==> config.mk <==
export PLATFORM = sky130hd
export DESIGN_NAME = vga_timing_gen
export DESIGN_NICKNAME = d
export VERILOG_FILES = /design/src/rtl/vga_timing_pkg.sv /design/src/rtl/sync_delay.sv /design/src/rtl/vga_timing_gen.sv
export SDC_FILE = /design/constraint.sdc
export NUM_CORES = 1
export LEC_CHECK = 0
export ABC_CLOCK_PERIOD_IN_PS = 6200
export CORE_MARGIN = 1
export CORE_UTILIZATION = 36
export CTS_CLUSTER_SIZE = 12
export DETAILED_ROUTE_END_ITERATION = 10
export PLACE_DENSITY = 0.68
export SETUP_SLACK_MARGIN = 0.3
export SYNTH_ARGS = -nofsm -noshare
export SYNTH_HDL_FRONTEND = slang
export SYNTH_SLANG_ARGS = --single-unit
==> constraint.sdc <==
create_clock -name vga_clk -period 6.2 [get_ports vga_clk]
set_clock_uncertainty 0.2 [all_clocks]
set_input_delay 1.24 -clock vga_clk [delete_from_list [all_inputs] [get_ports vga_clk]]
set_output_delay 1.24 -clock vga_clk [all_outputs]
set_load 0.005 [all_outputs]
==> src/rtl/vga_timing_pkg.sv <==
// rtl/vga_timing_pkg.sv - shared 640x480@60 raster constants and coordinate type
package vga_timing_pkg;

  // Default 640x480@60 timing, in pixels and lines
  localparam int H_ACTIVE_DEF = 640;
  localparam int H_FP_DEF     = 16;
  localparam int H_SYNC_DEF   = 96;
  localparam int H_BP_DEF     = 48;
  localparam int V_ACTIVE_DEF = 480;
  localparam int V_FP_DEF     = 10;
  localparam int V_SYNC_DEF   = 2;
  localparam int V_BP_DEF     = 33;

  localparam int H_TOTAL = H_ACTIVE_DEF + H_FP_DEF + H_SYNC_DEF + H_BP_DEF;
  localparam int V_TOTAL = V_ACTIVE_DEF + V_FP_DEF + V_SYNC_DEF + V_BP_DEF;

  // Pixel coordinate shared by the timing generator and every sprite renderer
  typedef logic [9:0] coord_t;

  // Narrow an elaboration-time integer to a coordinate
  function automatic coord_t to_coord(input int v);
    return coord_t'(v);
  endfunction

endpackage

==> src/rtl/sync_delay.sv <==
// rtl/sync_delay.sv - N-stage shift register with a selectable reset value
module sync_delay #(
  parameter int N = 1
) (
  input  logic clk,
  input  logic rst,
  input  logic rst_val,
  input  logic d,
  output logic q
);

  if (N == 0) begin : g_bypass
    assign q = d;
  end else begin : g_chain
    logic [N-1:0] stage_q;
    logic [N-1:0] stage_d;

    // Shift the input one stage further along the chain each cycle
    always_comb begin
      stage_d    = stage_q;
      stage_d[0] = d;
      for (int i = 1; i < N; i++) begin
        stage_d[i] = stage_q[i-1];
      end
    end

    // Chain registers, all stages forced to the reset value asynchronously
    always_ff @(posedge clk or posedge rst) begin
      if (rst) begin
        stage_q <= {N{rst_val}};
      end else begin
        stage_q <= stage_d;
      end
    end

    assign q = stage_q[N-1];
  end

endmodule

==> src/rtl/vga_timing_gen.sv <==
// rtl/vga_timing_gen.sv - free-running VGA raster counters with delayed sync
module vga_timing_gen
  import vga_timing_pkg::*;
#(
  parameter int H_ACTIVE = H_ACTIVE_DEF,
  parameter int H_FP     = H_FP_DEF,
  parameter int H_SYNC   = H_SYNC_DEF,
  parameter int H_BP     = H_BP_DEF,
  parameter int V_ACTIVE = V_ACTIVE_DEF,
  parameter int V_FP     = V_FP_DEF,
  parameter int V_SYNC   = V_SYNC_DEF,
  parameter int V_BP     = V_BP_DEF,
  parameter int PIPE_DLY = 1
) (
  input  logic   vga_clk,
  input  logic   reset,
  output coord_t DrawX,
  output coord_t DrawY,
  output logic   blank,
  output logic   hs,
  output logic   vs,
  output logic   line_start,
  output logic   frame_start
);

  localparam int H_TOT = H_ACTIVE + H_FP + H_SYNC + H_BP;
  localparam int V_TOT = V_ACTIVE + V_FP + V_SYNC + V_BP;

  if (H_TOT > 1024) begin : g_h_total_too_big
    $error("vga_timing_gen: horizontal total exceeds 10-bit counter");
  end
  if (V_TOT > 1024) begin : g_v_total_too_big
    $error("vga_timing_gen: vertical total exceeds 10-bit counter");
  end
  if (PIPE_DLY < 0 || PIPE_DLY > 4) begin : g_pipe_dly_range
    $error("vga_timing_gen: PIPE_DLY must be 0..4");
  end

  localparam coord_t H_LAST   = to_coord(H_TOT - 1);
  localparam coord_t V_LAST   = to_coord(V_TOT - 1);
  localparam coord_t H_VIS    = to_coord(H_ACTIVE);
  localparam coord_t V_VIS    = to_coord(V_ACTIVE);
  localparam coord_t HS_FIRST = to_coord(H_ACTIVE + H_FP);
  localparam coord_t HS_LAST  = to_coord(H_ACTIVE + H_FP + H_SYNC - 1);
  localparam coord_t VS_FIRST = to_coord(V_ACTIVE + V_FP);
  localparam coord_t VS_LAST  = to_coord(V_ACTIVE + V_FP + V_SYNC - 1);

  coord_t hc_q, hc_d;
  coord_t vc_q, vc_d;
  logic   hs_raw;
  logic   vs_raw;

  // Next raster position: step along the line, wrap into the next line and frame
  always_comb begin
    hc_d = hc_q + coord_t'(1);
    vc_d = vc_q;
    if (hc_q == H_LAST) begin
      hc_d = '0;
      if (vc_q == V_LAST) begin
        vc_d = '0;
      end else begin
        vc_d = vc_q + coord_t'(1);
      end
    end
  end

  // Raster counters, cleared immediately on reset with no partial-line finish
  always_ff @(posedge vga_clk or posedge reset) begin
    if (reset) begin
      hc_q <= '0;
      vc_q <= '0;
    end else begin
      hc_q <= hc_d;
      vc_q <= vc_d;
    end
  end

  // Decode visibility, line/frame markers and undelayed sync from the counters only
  always_comb begin
    blank       = (hc_q < H_VIS) && (vc_q < V_VIS);
    line_start  = (hc_q == '0);
    frame_start = (hc_q == '0) && (vc_q == '0);
    hs_raw      = !((hc_q >= HS_FIRST) && (hc_q <= HS_LAST));
    vs_raw      = !((vc_q >= VS_FIRST) && (vc_q <= VS_LAST));
  end

  assign DrawX = hc_q;
  assign DrawY = vc_q;

  // Sync is delayed to line up with sprite colour registered one pixel later
  sync_delay #(.N(PIPE_DLY)) u_hs_dly (
    .clk     (vga_clk),
    .rst     (reset),
    .rst_val (1'b1),
    .d       (hs_raw),
    .q       (hs)
  );

  sync_delay #(.N(PIPE_DLY)) u_vs_dly (
    .clk     (vga_clk),
    .rst     (reset),
    .rst_val (1'b1),
    .d       (vs_raw),
    .q       (vs)
  );

endmodule

# Word-level counts from Yosys, hierarchy flattened
# Cells that the tools add are included.
dict set report totals {
  regBits 22
  memories 0
  mem_bits_ro 0
  inputBits 2
  mem_bits_rw 0
  out_inout_bits 25
  elab_cells 24
  latch_bits 0
}
dict set report op_classes {
  n_div 0
  reduce_logical 8
  add_sub_neg 2
  bitwise 0
  order_cmp 6
  multipliers 0
  shift 0
  n_mux 2
  eq_ne 2
}
# op count
set op_table {}
lappend op_table {{$add 10x1->10 const B} 2}
lappend op_table {{$eq 10x10->1 const B} 2}
lappend op_table {{$logic_not 10->1} 2}
lappend op_table {{$mux 10} 2}
lappend op_table {{$ge 10x10->1 const B} 1}
lappend op_table {{$ge 10x9->1 const B} 1}
lappend op_table {{$le 10x10->1 const B} 1}
lappend op_table {{$le 10x9->1 const B} 1}
lappend op_table {{$lt 10x10->1 const B} 1}
lappend op_table {{$lt 10x9->1 const B} 1}
lappend op_table {{$logic_and 1x1->1} 4}
lappend op_table {{$logic_not 1->1} 2}

# Logic depth before layout (Yosys ltp)
dict set report logic_depth {
  word_depth 3
  ltp_mapped 6
  ltp_nobuf 6
}

# Least setup slack after synthesis
# Ideal clock, no wire load.
dict set report synth_path {
  path_kind {reg-to-output}
  startpoint {register hc_q[4], in the netlist DrawX[4]}
  endpoint {output frame_start}
  path_stages_with_launch 4
  n_path_buf 0
  required_ns 4.760
  slack_ns 3.650
  arrival_ns 1.110
  cell_sequence {dfrtp_1 > nor4_1 > and4b_1 > and4_1}
}
dict set report synth_between {
  elab_chain_cells 2
}
# element line
set synth_lines {}
lappend synth_lines {{start, declared} vga_timing_gen.sv:48} ;# coord_t hc_q, hc_d;
lappend synth_lines {{start signal, assigned} vga_timing_gen.sv:70} ;# hc_q <= '0;
lappend synth_lines {{start signal, assigned} vga_timing_gen.sv:73} ;# hc_q <= hc_d;
lappend synth_lines {{$logic_not 10->1} -}
lappend synth_lines {{named net line_start} vga_timing_gen.sv:22} ;# output logic line_start,
lappend synth_lines {{$logic_and 1x1->1} vga_timing_gen.sv:82} ;# frame_start = (hc_q == '0) && (vc_q == '0);
lappend synth_lines {{end, declared} vga_timing_gen.sv:23} ;# output logic frame_start
# The timed path passes the listed nets, and every way through them passes these cells.

# Worst setup path in the final report
dict set report layout_path {
  startpoint {register hc_q[4], in the netlist DrawX[4]}
  endpoint {output frame_start}
}
dict set report layout_between {
  elab_chain_cells 2
}
# element line
set layout_lines {}
lappend layout_lines {{$logic_not 10->1} vga_timing_gen.sv:82}
lappend layout_lines {{$logic_and 1x1->1} vga_timing_gen.sv:82}
# No other way between the ends.

==> results.md <==
* Peak supply drop at 0.151 mV
* Clock network power share at 31.3%
* Hold Crit Class: reg2reg
* Violation count after the first detailed-route iteration at 32
* Yosys top cell area share at 44.3%
* Diode count at 0
* Ports at 27
* Clk buf depth at 2
* Row Count at 19
* H-Tree Level Count at 1
* CTS Buf Count at 3
* Via density at 5.30
* Total global routing overflow at 0
* Hold-fix buffers, CTS at 0
* Internal Power at 169 uW
* CP Capture Type: output port
* # setup viols final at 0
* Area occupied by multi-input gates at 534 sq um
* CP Launch Type: flip-flop
* Via count at 928
* Fin crit share at 56.4%
* Initial antenna violation count at 0
* Leak at 0.000636 uW
* Placed wire-length estimate at 1740 um
* Crit path time final at 3.50 ns
* Drt first pass iters at 7
* Setup TNS Final at 0 ns
* Die area at 3370 sq um
* Syn Nets at 122
* CP arrival at 2.06 ns
* Synth-to-Final Area Change at 27.7%
* Crit path max fanout at 7
* Clock latency on the worst-skew pair at 0.30 ns
* WL/cell at 13.6 um
* Clock sinks at 22
* Most frequent cells after synthesis: 20 x dfrtp_1, 12 x nand3_1, 9 x nor2_1
* Setup Fix Bufs, Post-CTS at 0
* Yosys warning total at 0
* Die Y at 58.0 um
* Global-route wire length before repair at 4080 um
* PwrDens at 148 nW/um^2
* Ys async rst share at 100%
* Worst-margin pin slew at 0.850 ns
* Synth Flop Type: dfrtp_1
* Max_cap viols at 0
* Hold Worst Slack at 0.334 ns
* GPL Wtd Cong at 0.816
* Violated checks: DRC
* Clock root cell: clkbuf_4
* Most common cell in the netlist: dfrtp_1
* Layout cells sized above 1 at 7.64%
* # DRC at 2
* Post-synth cell types at 34
* CP Class: reg2out
* Final antenna-violating net count at 0
* Fill count at 284
* Largest net degree at the start of global routing at 23
* Synthesis-stage register bit count at 22
* Status: finished, violations left
* NumNets Final at 151
* Starting density of the core at 39.6%
* Gate count after technology mapping at 116
* Fin. Hold Viols at 0
* Die X at 58.0 um
* Resize count post-CTS at 0
* DP Worst Slack at 3.08 ns
* Sequential-to-total area share from yosys stat at 48.9%
* Psw at 44.7 uW
* RSZ-0062 raised after global routing: false
* Largest area contributor in the netlist: dfrtp_1
* Port buffer count at 26
* Clock transition at path regs at 0.12 ns
* Vias in the first global route at 854
* Gate power share at 1.6%
* Sequential Area at 553 sq um
* Worst rel slew slack at 43.3%
* Synth Area per Inst at 9.74 sq um
* Core ar. at 2850 sq um
* Setup WS post-layout at 2.70 ns
* Routed WL at 2380 um
* Number of synthesized flops with an enable pin at 0
* Fin. max-slew vios at 0
* Synth area leaders: dfrtp_1 44%, nand3_1 5.3%, dfstp_2 4.7%
* Netlist Area Pre-Place at 1130 sq um
* Switch share at 20.9%
* Tot GR Track Use at 15.9%
* Sequential share of power at 67.1%
* CTS tree: built
* Fmax at 286 MHz
* Worst Path Required at 4.76 ns
[final timing paths]
path | startpoint | endpoint | slack (ns) | cells after the start
worst max register to register | DrawX[0]$_DFF_PP0_ | DrawY[9]$_DFFE_PP0N_ | 3.78 | 5
min in group asynchronous | reset | DrawY[7]$_DFFE_PP0N_ | 1.19 | 2
worst max-delay path | DrawX[4]$_DFF_PP0_ | frame_start | 2.70 | 4
max in group asynchronous | reset | DrawY[1]$_DFFE_PP0N_ | 4.09 | 2
worst min-delay path | DrawY[7]$_DFFE_PP0N_ | DrawY[7]$_DFFE_PP0N_ | 0.33 | 1
worst min register to register | DrawY[7]$_DFFE_PP0N_ | DrawY[7]$_DFFE_PP0N_ | 0.33 | 1
[final cells by class]
class | count | area share, %
Sequential cell | 22 | 38.3
Clock buffer | 4 | 1.82
Timing Repair Buffer | 27 | 18.6
Inverter | 6 | 1.56
Multi-Input combinational cell | 85 | 37.0
Tap cell | 31 | 2.69
[power groups by stage]
stage / clock (uW) / combinational, uW / sequential [uW]
after floorplan: 0 / 2.13 / 146
after global placement: 0 / 3.65 / 146
after detailed placement: 0 / 3.63 / 146
after CTS: 71.9 / 3.66 / 144
after global routing: 76.9 / 3.99 / 144
final: 67.1 / 3.37 / 144
[cells by family (layout without fill, tap and decap cells)]
group	after synthesis	in the layout	share of synthesized area, %
DFF	22	22	48.9
xor gates and xnor gates	10	10	7.75
buffers and inverters	9	37	3.76
AOI/OAI and AO/OA	15	15	7.86
adders and majority gates	4	4	4.43
and+or+nand+nor	56	56	27.2
[sequential cells by signal (all words and copies together), names as in the netlist]
name / cells
DrawX: 10
u_hs_dly.q: 1
u_vs_dly.q: 1
DrawY: 10
[per-layer routing]
metal / share of wire [%] / routed length, um / vias to the layer above / GRT usage (%)
met5: 0 / 0 / - / 0
met2: 46 / 1110 / 22 / 25.1
met3: 5.1 / 122 / 2 / 3.57
met4: 1.2 / 28 / 0 / 5.10
li1: - / - / 469 / -
met1: 47 / 1130 / 435 / 21.9
[critical path: stages (launching register included)]
cell and delay [ns]:
dfrtp_1 0.47, nor4_1 0.28, and4b_1 0.25, and4_1 0.22
clkdlybuf4s50_1 0.52
[per-stage QoR]
stage                     instances  area, sq um  total power (uW)  util, %
final                           175         1440               214     50.6
after global routing            175         1440               225     50.6
after CTS                       175         1440               219     50.6
after detailed placement        171         1420               150     49.6
after global placement          171         1420               150     49.6
after floorplan                 116         1130               148        -
[cells in the final DEF (no fill, tap or decap), types with 2 or more instances in the layout]
master / n
ha_1: 4
o31ai_1: 2
a21oi_1: 3
clkdlybuf4s50_1: 26
dfrtp_1: 20
clkbuf_4: 3
and3_2: 2
nand2_1: 8
nand3_1: 12
dfstp_2: 2
and3_1: 3
xor2_1: 6
nor2_1: 9
nor4_1: 3
or4_1: 3
nor3_1: 5
a31oi_1: 2
o21ai_0: 6
inv_1: 6
xnor2_1: 4
(Power assumes the default switching activity.)
